===== src/rtl/piso_pkg.sv =====
// piso_pkg
//   Shared definitions for the parallel-in / serial-out bit serializer.
//   - piso_state_t       : FSM state encoding (IDLE, SHIFT)
//   - PISO_DEFAULT_WIDTH : default number of bits per parallel word
package piso_pkg;

  localparam int PISO_DEFAULT_WIDTH = 8;

  typedef enum logic {
    IDLE  = 1'b0,
    SHIFT = 1'b1
  } piso_state_t;

endpackage : piso_pkg


===== src/rtl/piso_bit_serializer.sv =====
// piso_bit_serializer
//   Accepts a WIDTH-bit word over a valid/ready handshake and streams it out
//   one bit per clock. A new word can be accepted on the edge that retires
//   the last bit of the current word, so consecutive words go out gaplessly.
//
//   Build option:
//     PISO_BIT_SERIALIZER_LSB_FIRST_EN  defined   -> bit 0 is sent first
//                                       undefined -> bit WIDTH-1 is sent first
//     Latency, handshake and out_valid timing are the same in both builds.
//
//   Ports:
//     clk        in   single clock, rising edge
//     rst_n      in   asynchronous active-low reset
//     in_valid   in   in_data holds a word to send
//     in_ready   out  word is accepted this cycle when in_valid is also high
//     in_data    in   WIDTH-bit parallel word
//     out_bit    out  serial bit stream (0 whenever out_valid is 0)
//     out_valid  out  out_bit carries a payload bit this cycle
module piso_bit_serializer
  import piso_pkg::*;
#(
  parameter int WIDTH = PISO_DEFAULT_WIDTH
) (
  input  logic             clk,
  input  logic             rst_n,
  input  logic             in_valid,
  output logic             in_ready,
  input  logic [WIDTH-1:0] in_data,
  output logic             out_bit,
  output logic             out_valid
);

  localparam int               CNT_W    = (WIDTH > 1) ? $clog2(WIDTH) : 1;
  localparam logic [CNT_W-1:0] LAST_CNT = CNT_W'(WIDTH - 1);

  piso_state_t      state;
  piso_state_t      state_nxt;
  logic [CNT_W-1:0] cnt;
  logic [WIDTH-1:0] shreg;
  logic             rdy_en;
  logic             accept;
  logic             last_bit;
  logic             head_bit;

  assign accept   = in_valid && in_ready;
  assign last_bit = (state == SHIFT) && (cnt == LAST_CNT);

`ifdef PISO_BIT_SERIALIZER_LSB_FIRST_EN
  assign head_bit = shreg[0];
`else
  assign head_bit = shreg[WIDTH-1];
`endif

  // ---- state register ----
  always_ff @(posedge clk or negedge rst_n) begin
    if (!rst_n) begin
      state <= IDLE;
    end else begin
      state <= state_nxt;
    end
  end

  // ---- next-state logic ----
  // An accept on the last-bit edge keeps us in SHIFT for the next word.
  always_comb begin
    state_nxt = state;
    case (state)
      IDLE:    if (accept) state_nxt = SHIFT;
      SHIFT:   if (last_bit && !accept) state_nxt = IDLE;
      default: state_nxt = IDLE;
    endcase
  end

  // ---- output logic ----
  // rdy_en holds in_ready low while reset is asserted and up to the first
  // clock edge after release, even though the FSM already sits in IDLE.
  always_comb begin
    in_ready  = 1'b0;
    out_valid = 1'b0;
    out_bit   = 1'b0;
    case (state)
      IDLE: begin
        in_ready = rdy_en;
      end
      SHIFT: begin
        in_ready  = rdy_en && (cnt == LAST_CNT);
        out_valid = 1'b1;
        out_bit   = head_bit;
      end
      default: begin
        in_ready = 1'b0;
      end
    endcase
  end

  // ---- shift register / bit counter ----
  // The counter stops at WIDTH-1 and returns to 0; it never runs past the
  // word even when WIDTH is not a power of two.
  always_ff @(posedge clk or negedge rst_n) begin
    if (!rst_n) begin
      cnt    <= '0;
      shreg  <= '0;
      rdy_en <= 1'b0;
    end else begin
      rdy_en <= 1'b1;
      if (accept) begin
        shreg <= in_data;
        cnt   <= '0;
      end else if (state == SHIFT) begin
`ifdef PISO_BIT_SERIALIZER_LSB_FIRST_EN
        shreg <= shreg >> 1;
`else
        shreg <= shreg << 1;
`endif
        cnt <= last_bit ? '0 : cnt + 1'b1;
      end
    end
  end

endmodule : piso_bit_serializer


===== config.mk =====
export PLATFORM = sky130hd
export DESIGN_NAME = piso_bit_serializer
export DESIGN_NICKNAME = d
export VERILOG_FILES = /design/src/rtl/piso_pkg.sv /design/src/rtl/piso_bit_serializer.sv
export SDC_FILE = /design/constraint.sdc
export NUM_CORES = 1
export LEC_CHECK = 0
export ABC_AREA = 1
export CORE_MARGIN = 1
export CORE_UTILIZATION = 35
export DETAILED_ROUTE_END_ITERATION = 10
export PLACE_DENSITY = 0.65
export RECOVER_POWER = 50
export REMOVE_ABC_BUFFERS = 1
export SYNTH_ARGS = -nofsm -noshare
export SYNTH_HDL_FRONTEND = slang
export SYNTH_SLANG_ARGS = --single-unit

===== constraint.sdc =====
create_clock -name clk -period 1.7 [get_ports clk]
set_clock_uncertainty 0.2 [all_clocks]
set_input_delay 0.51 -clock clk [delete_from_list [all_inputs] [get_ports clk]]
set_output_delay 0.51 -clock clk [all_outputs]
set_load 0.02 [all_outputs]

==> run_results.csv <==
group,metric,value,unit
power_and_ir_drop,ir_drop,0.000701,V
clock_tree,clk_pin_slew_worst_paths,0.07,ns
floorplan,start_util,39.0,%
synthesis,syn_avg_cell_area,8.47,sq um
sta,rsz0062_at_grt,"true",
sta,setup_viol,2,
global_route,track_usage,15.4,%
power_and_ir_drop,total_power,1340,uW
final_layout,nets,121,
worst_setup_path,crit_fanout,2,
floorplan,fp.dieH,46.8,um
sta,fmax,507,MHz
synthesis,syn_area,703,sq um
sta,max_slew_margin,52.9,%
clock_tree,worstSkewPairLatency,0.27,ns
sta,setup_tns,-0.399,ns
placed_design,io_buffers,13,
worst_setup_path,endpoint_kind,"primary output",
worst_setup_path,arrival,1.26,ns
floorplan,std_cell_rows,15,
floorplan,dieWidth,46.8,um
routing,drt_pass1_iterations,4,
placed_design,place.gp.congestion,0.673,
synthesis,synth_cell_types,18,
global_route,antenna_found_initial,0,
final_layout,num-fill-cells,186,
worst_setup_path,critPathLaunchType,"register",
routing,drt-total-wl,1360,um
placed_design,place_inst,126,
placed_design,post-place-ws,-0.425,ns
final_layout,antenna_cells,0,
final_layout,mostFrequentLayoutCells,"28 x nand2_1, 13 x dfrtp_1, 11 x buf_4",
sta,worst-slew-pin-transition,0.707,ns
routing,drtIter0Drc,15,
sta,fin_ws,-0.273,ns
synthesis,yosysSeqAreaShare,46.3,%
routing,routed_via_density,4.67,
synthesis,syn-instance-count,83,
outcome,violations,"negative setup slack",
clock_tree,cts_root_buf,"clkbuf_4",
sta,finalMaxSlewViolations,0,
outcome,status,"finished with violations",
clock_tree,cts_num_sinks,13,
floorplan,ioPinCount,14,
floorplan,die-area,2190,sq um
clock_tree,cts_buffers,3,
synthesis,yosys.area.top_type,"dfrtp_1",
final_layout,drive_above_1_share,23.4,%
clock_tree,cts_tree,"built",
run,max_cap_viol_count,0,
synthesis,yosys.area.top_type_share,46.3,%
routing,vias,617,
synthesis,ys_seq_elements,13,
clock_tree,clock_path_buffers,2,
sta,min_period_over_period,116,%
global_route,grt-ovfl-total,0,
floorplan,fp.coreArea,1800,sq um
global_route,grt_max_degree,14,
final_layout,fin_cells,132,
global_route,grt_pass1_vias,572,
routing,wl_per_cell,10.3,um
sta,period_needed,1.97,ns
final_layout,area_growth,34.2,%
final_layout,final_common_cell,"nand2_1",
routing,antenna_left,0,
worst_setup_path,worstSetupPathType,"reg2out",
worst_setup_path,critical_path_required,0.99,ns
synthesis,synthTopCellsByArea,"dfrtp_1 46%, nand2_1 15%, nand4_1 6.2%",
power_and_ir_drop,pwr_density_cell,1420,nW/um^2
worst_hold_path,hold_path.class,"reg2reg",
synthesis,yosysWarnings,0,
clock_tree,htree_levels,1,
power_and_ir_drop,p_leak,0.000466,uW
global_route,grt_pass1_wl,2280,um
routing,drc,0,
sta,final_hold_viol_count,0,
placed_design,hpwlAfterDp,967,um
[cell usage after synthesis, drive strengths merged]
master  count
nand3       8
nand4       7
nand2      32
ha          2
clkinv      4
conb        1
inv         8
o21ai       3
a21boi      1
a21oi       1
buf         2
clkbuf      1
dfrtp      13
[registers in the layout, indices dropped and copies added (netlist names)]
| name | count |
|---|---|
| cnt | 3 |
| state | 1 |
| rdy_en | 1 |
| shreg | 8 |
[cells by family (layout without fill, tap and decap cells)]
family / after synthesis / in the layout / share of synthesized area (%)
buffers and inverters: 15 / 39 / 10.7
adder cells (fa/ha/maj): 2 / 2 / 3.56
AO/OA/AOI/OAI: 5 / 5 / 6.05
other: 1 / 1 / 0.533
flip-flops: 13 / 13 / 46.3
AND/OR/NAND/NOR: 47 / 47 / 32.9
[worst max-delay path, cell delays in order (launching register included)]
cell,delay (ns)
dfrtp_1,0.39
ha_2,0.20
ha_4,0.15
inv_2,0.05
a21boi_1,0.05
buf_4,0.15
[layout make-up]
type,count,area [sq um],share of cell area (%)
Multi-Input combinational cell,55,318,33.7
Inverter,12,45.0,4.77
Tap cell,25,31.3,3.32
Clock buffer,4,26.3,2.79
Sequential cell,13,325,34.5
Timing Repair Buffer,23,198,21.0
[what timing repair did]
action                     in CTS  in global routing
hold buffers                    0                  0
setup buffers                   1                  1
pin swaps                       2                  2
setup endpoints to repair       3                  2
gates resized for setup        18                  1
[per-layer routing]
layer | GRT usage [%] | routed length, um | up-vias
li1 | - | - | 313
met1 | 17.9 | 620 | 282
met2 | 24.4 | 628 | 18
met3 | 5.00 | 87 | 4
met4 | 9.71 | 24 | 0
met5 | 0 | 0 | -
[path summary, 6_finish.rpt]
path                          start       end  slack, ns  cells past startpoint
min reg2reg                shreg[0]  shreg[0]       0.29                      2
min in group asynchronous     rst_n    cnt[2]       0.59                      2
max in group asynchronous     rst_n  shreg[4]       0.26                      2
max reg2reg                  cnt[1]  shreg[3]       0.11                      8
min                        shreg[0]  shreg[0]       0.29                      2
max                          cnt[0]  in_ready      -0.27                      5
[metrics by stage]
step | hold slack (ns) | instance area, sq um | utilization (%)
after floorplan | 0.0144 | 673 | -
after global placement | 0.264 | 895 | 49.7
after detailed placement | 0.272 | 895 | 49.7
after CTS | 0.295 | 937 | 52.0
after global routing | 0.328 | 943 | 52.4
final | 0.291 | 943 | 52.4
[power breakdown]
group / switching, uW / internal (uW)
Clock: 97.6 / 91.0
Combinational: 350 / 303
Sequential: 73.0 / 425
(Power assumes the default switching activity.)
==> RTL change 1 (config.mk and constraints unchanged) <==
The package constant `PISO_DEFAULT_WIDTH` goes from 8 to 4.
--- a/src/rtl/piso_pkg.sv
+++ b/src/rtl/piso_pkg.sv
@@ -4,7 +4,7 @@
 //   - PISO_DEFAULT_WIDTH : default number of bits per parallel word
 package piso_pkg;
 
-  localparam int PISO_DEFAULT_WIDTH = 8;
+  localparam int PISO_DEFAULT_WIDTH = 4;
 
   typedef enum logic {
     IDLE  = 1'b0,
Interface: changed (resized in_data); port bits go from 14 to 10. No check against the original RTL was run, so the function may have changed too.
==> RTL change 1 against the original RTL <==
The run still ends with setup timing left; register-to-register slack better by 0.23 ns; synthesized cell count is 43% lower; routed wire length fell by 40%; largest cell class unchanged; total power shrank 32%; critical path depth decreased by 1; cell area shrank 38%; sequential cell count fell by 5; area after synthesis is 41% lower; sequential power is 39% lower; first-iteration DRC count decreased by 53%; clock power shrank 23%; global-route usage up 1.5 points; worst setup slack improved by 0.17 ns.
==> RTL change 1: results <==
set metrics [dict create \
    outcome "complete, but fails checks" \
    failing_checks "setup timing" \
    ys_types 16 \
    netlist_top_cells_area "dfrtp_1 (49%), nand2_1 (14%), inv_1 (6.4%)" \
    place.gp.congestion 0.770 \
    largest_registers "shreg: 4 flops, cnt: 2 flops" \
    synth_seq_area_share 0.486 \
    global_route_wire_length_before_repair_um 1460 \
    place_area_um2 552 \
    num_vias 363 \
    cts-root-buf "clkbuf_4" \
    ys_warn_count 0 \
    final-setup-viol-count 2 \
    grt_antenna_before_repair 0 \
    leakage_uw 0.000315 \
    max-vdd-ir-drop_uv 599 \
    crit_path_max_incr_delay_ns 0.36 \
    vias_in_the_first_global_route 353 \
    ff2ff_setup_slack_ns 0.34 \
    clk_path_buf_depth 2 \
    post-place-ws_ns -0.291 \
    worst-path-max-fanout 2 \
    worst_slack_setup_final_ns -0.0989 \
    drt-initial-drc-count 7 \
    synth.top_cells.by_count "nand2_1 (15), dfrtp_1 (8), inv_1 (7)" \
    nets 76 \
    final_hpwl_dp_um 591 \
    h_tree_lvls 1 \
    port-buffer-count 9 \
    drt_wl_total_um 811 \
    grt_max_degree 9 \
    drt_first_pass_iters 4 \
    worst_hold_path_type "flop to flop" \
    grt.total_usage 0.169 \
    insertedDiodeCount 0 \
    async_set_reset_flop_share_out_of_synthesis 1.00 \
    cpMaxStageDelayCell "dfrtp_1" \
    clkSlewWorstSetupHoldPaths_ns 0.05 \
    worstSkewPairLatency_ns 0.25 \
    worst_ep_arrival_time_ns 1.09 \
    cts_buffers 3 \
    layout-drive-gt1-share 0.288 \
    n_fill_cell 89 \
]
==> RTL change 1: stage by stage <==
step                      hold slack (ns)   util  setup TNS (ns)  instances
after floorplan                    0.0144      -               0         46
after global placement              0.271  0.549          -0.699         74
after detailed placement            0.284  0.549          -0.804         74
after CTS                           0.296  0.573          -0.155         78
after global routing                0.310  0.587          -0.239         79
final                               0.290  0.587          -0.122         79
==> RTL change 1: cell type report <==
type / count / area (µm²) / area share
clock buffer: 3 / 22.5 / 0.0382
timing repair buffer: 17 / 148 / 0.251
multi-input combinational: 30 / 173 / 0.293
tap: 13 / 16.3 / 0.0276
sequential: 8 / 200 / 0.340
inverter: 8 / 30.0 / 0.0510
==> RTL change 1: path summary, 6_finish.rpt <==
path | depth (start not counted) | from | endpoint
max reg2reg | 5 | state | cnt[0]
min reg2reg | 2 | shreg[0] | shreg[0]
min | 2 | shreg[0] | shreg[0]
max | 4 | cnt[0] | in_ready
max in group asynchronous | 1 | rst_n | shreg[1]
min in group asynchronous | 1 | rst_n | state
==> RTL change 1: cells by family (layout without fill, tap and decap cells) <==
kind of cell,Yosys count,after routing,synth area share
other,1,1,0.00911
AO/OA/AOI/OAI,5,5,0.0851
buffers and inverters,9,28,0.100
AND/OR/NAND/NOR,23,23,0.289
adder cells (fa/ha/maj),1,1,0.0304
flip-flops,8,8,0.486
==> RTL change 1: power by group <==
| group | internal, µW | switching (µW) | total (µW) | leakage (µW) |
|---|---|---|---|---|
| combinational | 229 | 234 | 463 | 0.000200 |
| clock | 80.8 | 64.8 | 146 | 0.0000138 |
| sequential | 258 | 43.9 | 302 | 0.000101 |
==> RTL change 1: layer usage <==
metal	routed length, µm	GRT usage	vias to the layer above
met2	359	0.259	15
li1	-	-	189
met4	10	0.0865	0
met5	0	0	-
met3	55	0.0938	2
met1	385	0.184	157
==> RTL change 1: what timing repair did <==
action | CTS | global route
endpoints found under the setup margin | 3 | 3
pin swaps | 1 | 1
gates resized for setup | 11 | 2
setup buffers | 1 | 1
hold buffers | 0 | 0
==> RTL change 1: worst max-delay path: cells and delay by family, from the launching register on <==
family	cells	cell delay [ns]
buffers and inverters	2	0.18
DFF	1	0.36
AOI/OAI and AO/OA	1	0.11
adders and majority gates	1	0.18
==> RTL change 2 (config.mk and constraints unchanged) <==
Without the edit above. Make the reset (`rst_n`) synchronous in 2 clocked blocks. Comments in the files are not updated.
--- a/src/rtl/piso_bit_serializer.sv
+++ b/src/rtl/piso_bit_serializer.sv
@@ -52,7 +52,7 @@
 `endif
 
   // ---- state register ----
-  always_ff @(posedge clk or negedge rst_n) begin
+  always_ff @(posedge clk) begin
     if (!rst_n) begin
       state <= IDLE;
     end else begin
@@ -96,7 +96,7 @@
   // ---- shift register / bit counter ----
   // The counter stops at WIDTH-1 and returns to 0; it never runs past the
   // word even when WIDTH is not a power of two.
-  always_ff @(posedge clk or negedge rst_n) begin
+  always_ff @(posedge clk) begin
     if (!rst_n) begin
       cnt    <= '0;
       shreg  <= '0;
Behaviour: differs if rst_n is asserted again (counterexample within 4 cycles, from zero or initial values and one cycle with rst_n low); with rst_n held inactive, the same outputs for 10 cycles.
==> RTL change 2 against the original RTL <==
The flow still finishes with violations (setup timing); routed wire length rose by 10%; cell area shrank 0.13%; first-iteration DRC count rose by 120%; sequential cell count stayed put; area after synthesis shrank 4.8%; worst setup slack better by 0.027 ns; register-to-register slack got worse by 0.06 ns; critical endpoint unchanged.
Power is not compared: it rests on default switching activity, and its combinational part moved more than twofold at a synthesized area within 25%.
==> RTL change 2: results <==
set metrics [dict create \
    clkSlewWorstSetupHoldPaths_ns 0.08 \
    nets 139 \
    post-layout-total-power_uw 654 \
    synth.top_cells.by_count "nand2_1 (39), inv_1 (20), dfxtp_1 (13)" \
    grt_use_met3 0.0238 \
    comb.multi_input.count 64 \
    utilization 0.534 \
    groute.layer.met1.usage 0.198 \
    grt.total_usage 0.159 \
    global_route_wire_length_before_repair_um 2370 \
    area_share_nonclk_buffers 0.219 \
    post-place-ws_ns -0.488 \
    place_area_um2 878 \
    finalHoldViolCount 0 \
    place.gp.congestion 0.781 \
    groute.layer.met2.usage 0.271 \
    avgSynthCellArea_um2 6.56 \
    crit_path_max_incr_delay_ns 0.34 \
    leakage_uw 0.000504 \
    grt_max_degree 12 \
    synth_seq_area_share 0.389 \
    post_cts.repair.setup_buffers 0 \
    final_hpwl_dp_um 1090 \
    synth_ff_type "dfxtp_1" \
    drt-initial-drc-count 33 \
    rr_endpoint "shreg[1]" \
    layout.non_clock_buffers 24 \
    setup.worst_path.start "cnt[1]" \
    rr_startpoint "cnt[0]" \
    ys_types 13 \
    outcome "complete, but fails checks" \
    cts-root-buf "clkbuf_4" \
    async_set_reset_flop_share_out_of_synthesis 0 \
    worst_ep_arrival_time_ns 1.24 \
    final.setup.tns_ns -0.246 \
    n_fill_cell 183 \
    layout.cells.non_filler 150 \
    post_cts_resize_count 26 \
    num-nonclk-inverters 20 \
    drt_wl_total_um 1500 \
    switching_power_uw 175 \
    area_of_the_multi_input_gates_um2 339 \
    ff2ff_setup_slack_ns 0.05 \
    num_vias 680 \
    regArea_um2 264 \
    netlist_top_cells_area "dfxtp_1 (39%), nand2_1 (22%), inv_1 (11%)" \
    layout-drive-gt1-share 0.216 \
    cpMaxStageDelayCell "dfxtp_2" \
    vias_in_the_first_global_route 593 \
    max-slew-margin-rel 0.747 \
    final-setup-viol-count 1 \
    area_share_clock_buf_inv 0.0279 \
    worst_reg2reg_path_length_in_cells 10 \
    failing_checks "setup timing" \
    worst_slack_setup_final_ns -0.246 \
    clk_path_buf_depth 2 \
]
[RTL change 2: worst min path at each step]
stage	startpoint	end	slack, ns	cells after the start
after global placement	shreg[6]	shreg[6]	0.25	2
after floorplan	shreg[0]	shreg[0]	0.24	2
after detailed placement	shreg[6]	shreg[6]	0.26	2
after CTS	shreg[6]	shreg[6]	0.27	2
final	shreg[6]	shreg[6]	0.27	2
after global routing	shreg[6]	shreg[6]	0.30	2
[RTL change 2: layer usage]
layer  vias up  share of wire
li1        360              -
met5         -              0
met1       305           0.47
met3         0          0.043
met2        15           0.49
met4         0              0
[RTL change 2: logic make-up (layout without fill, tap and decap cells)]
kind of cell | count (synthesis) | in the layout | share of synthesized area
AOI/OAI and AO/OA | 6 | 6 | 0.0505
DFF | 13 | 13 | 0.389
and+or+nand+nor | 56 | 56 | 0.370
buffers and inverters | 25 | 48 | 0.153
adders and majority gates | 2 | 2 | 0.0374
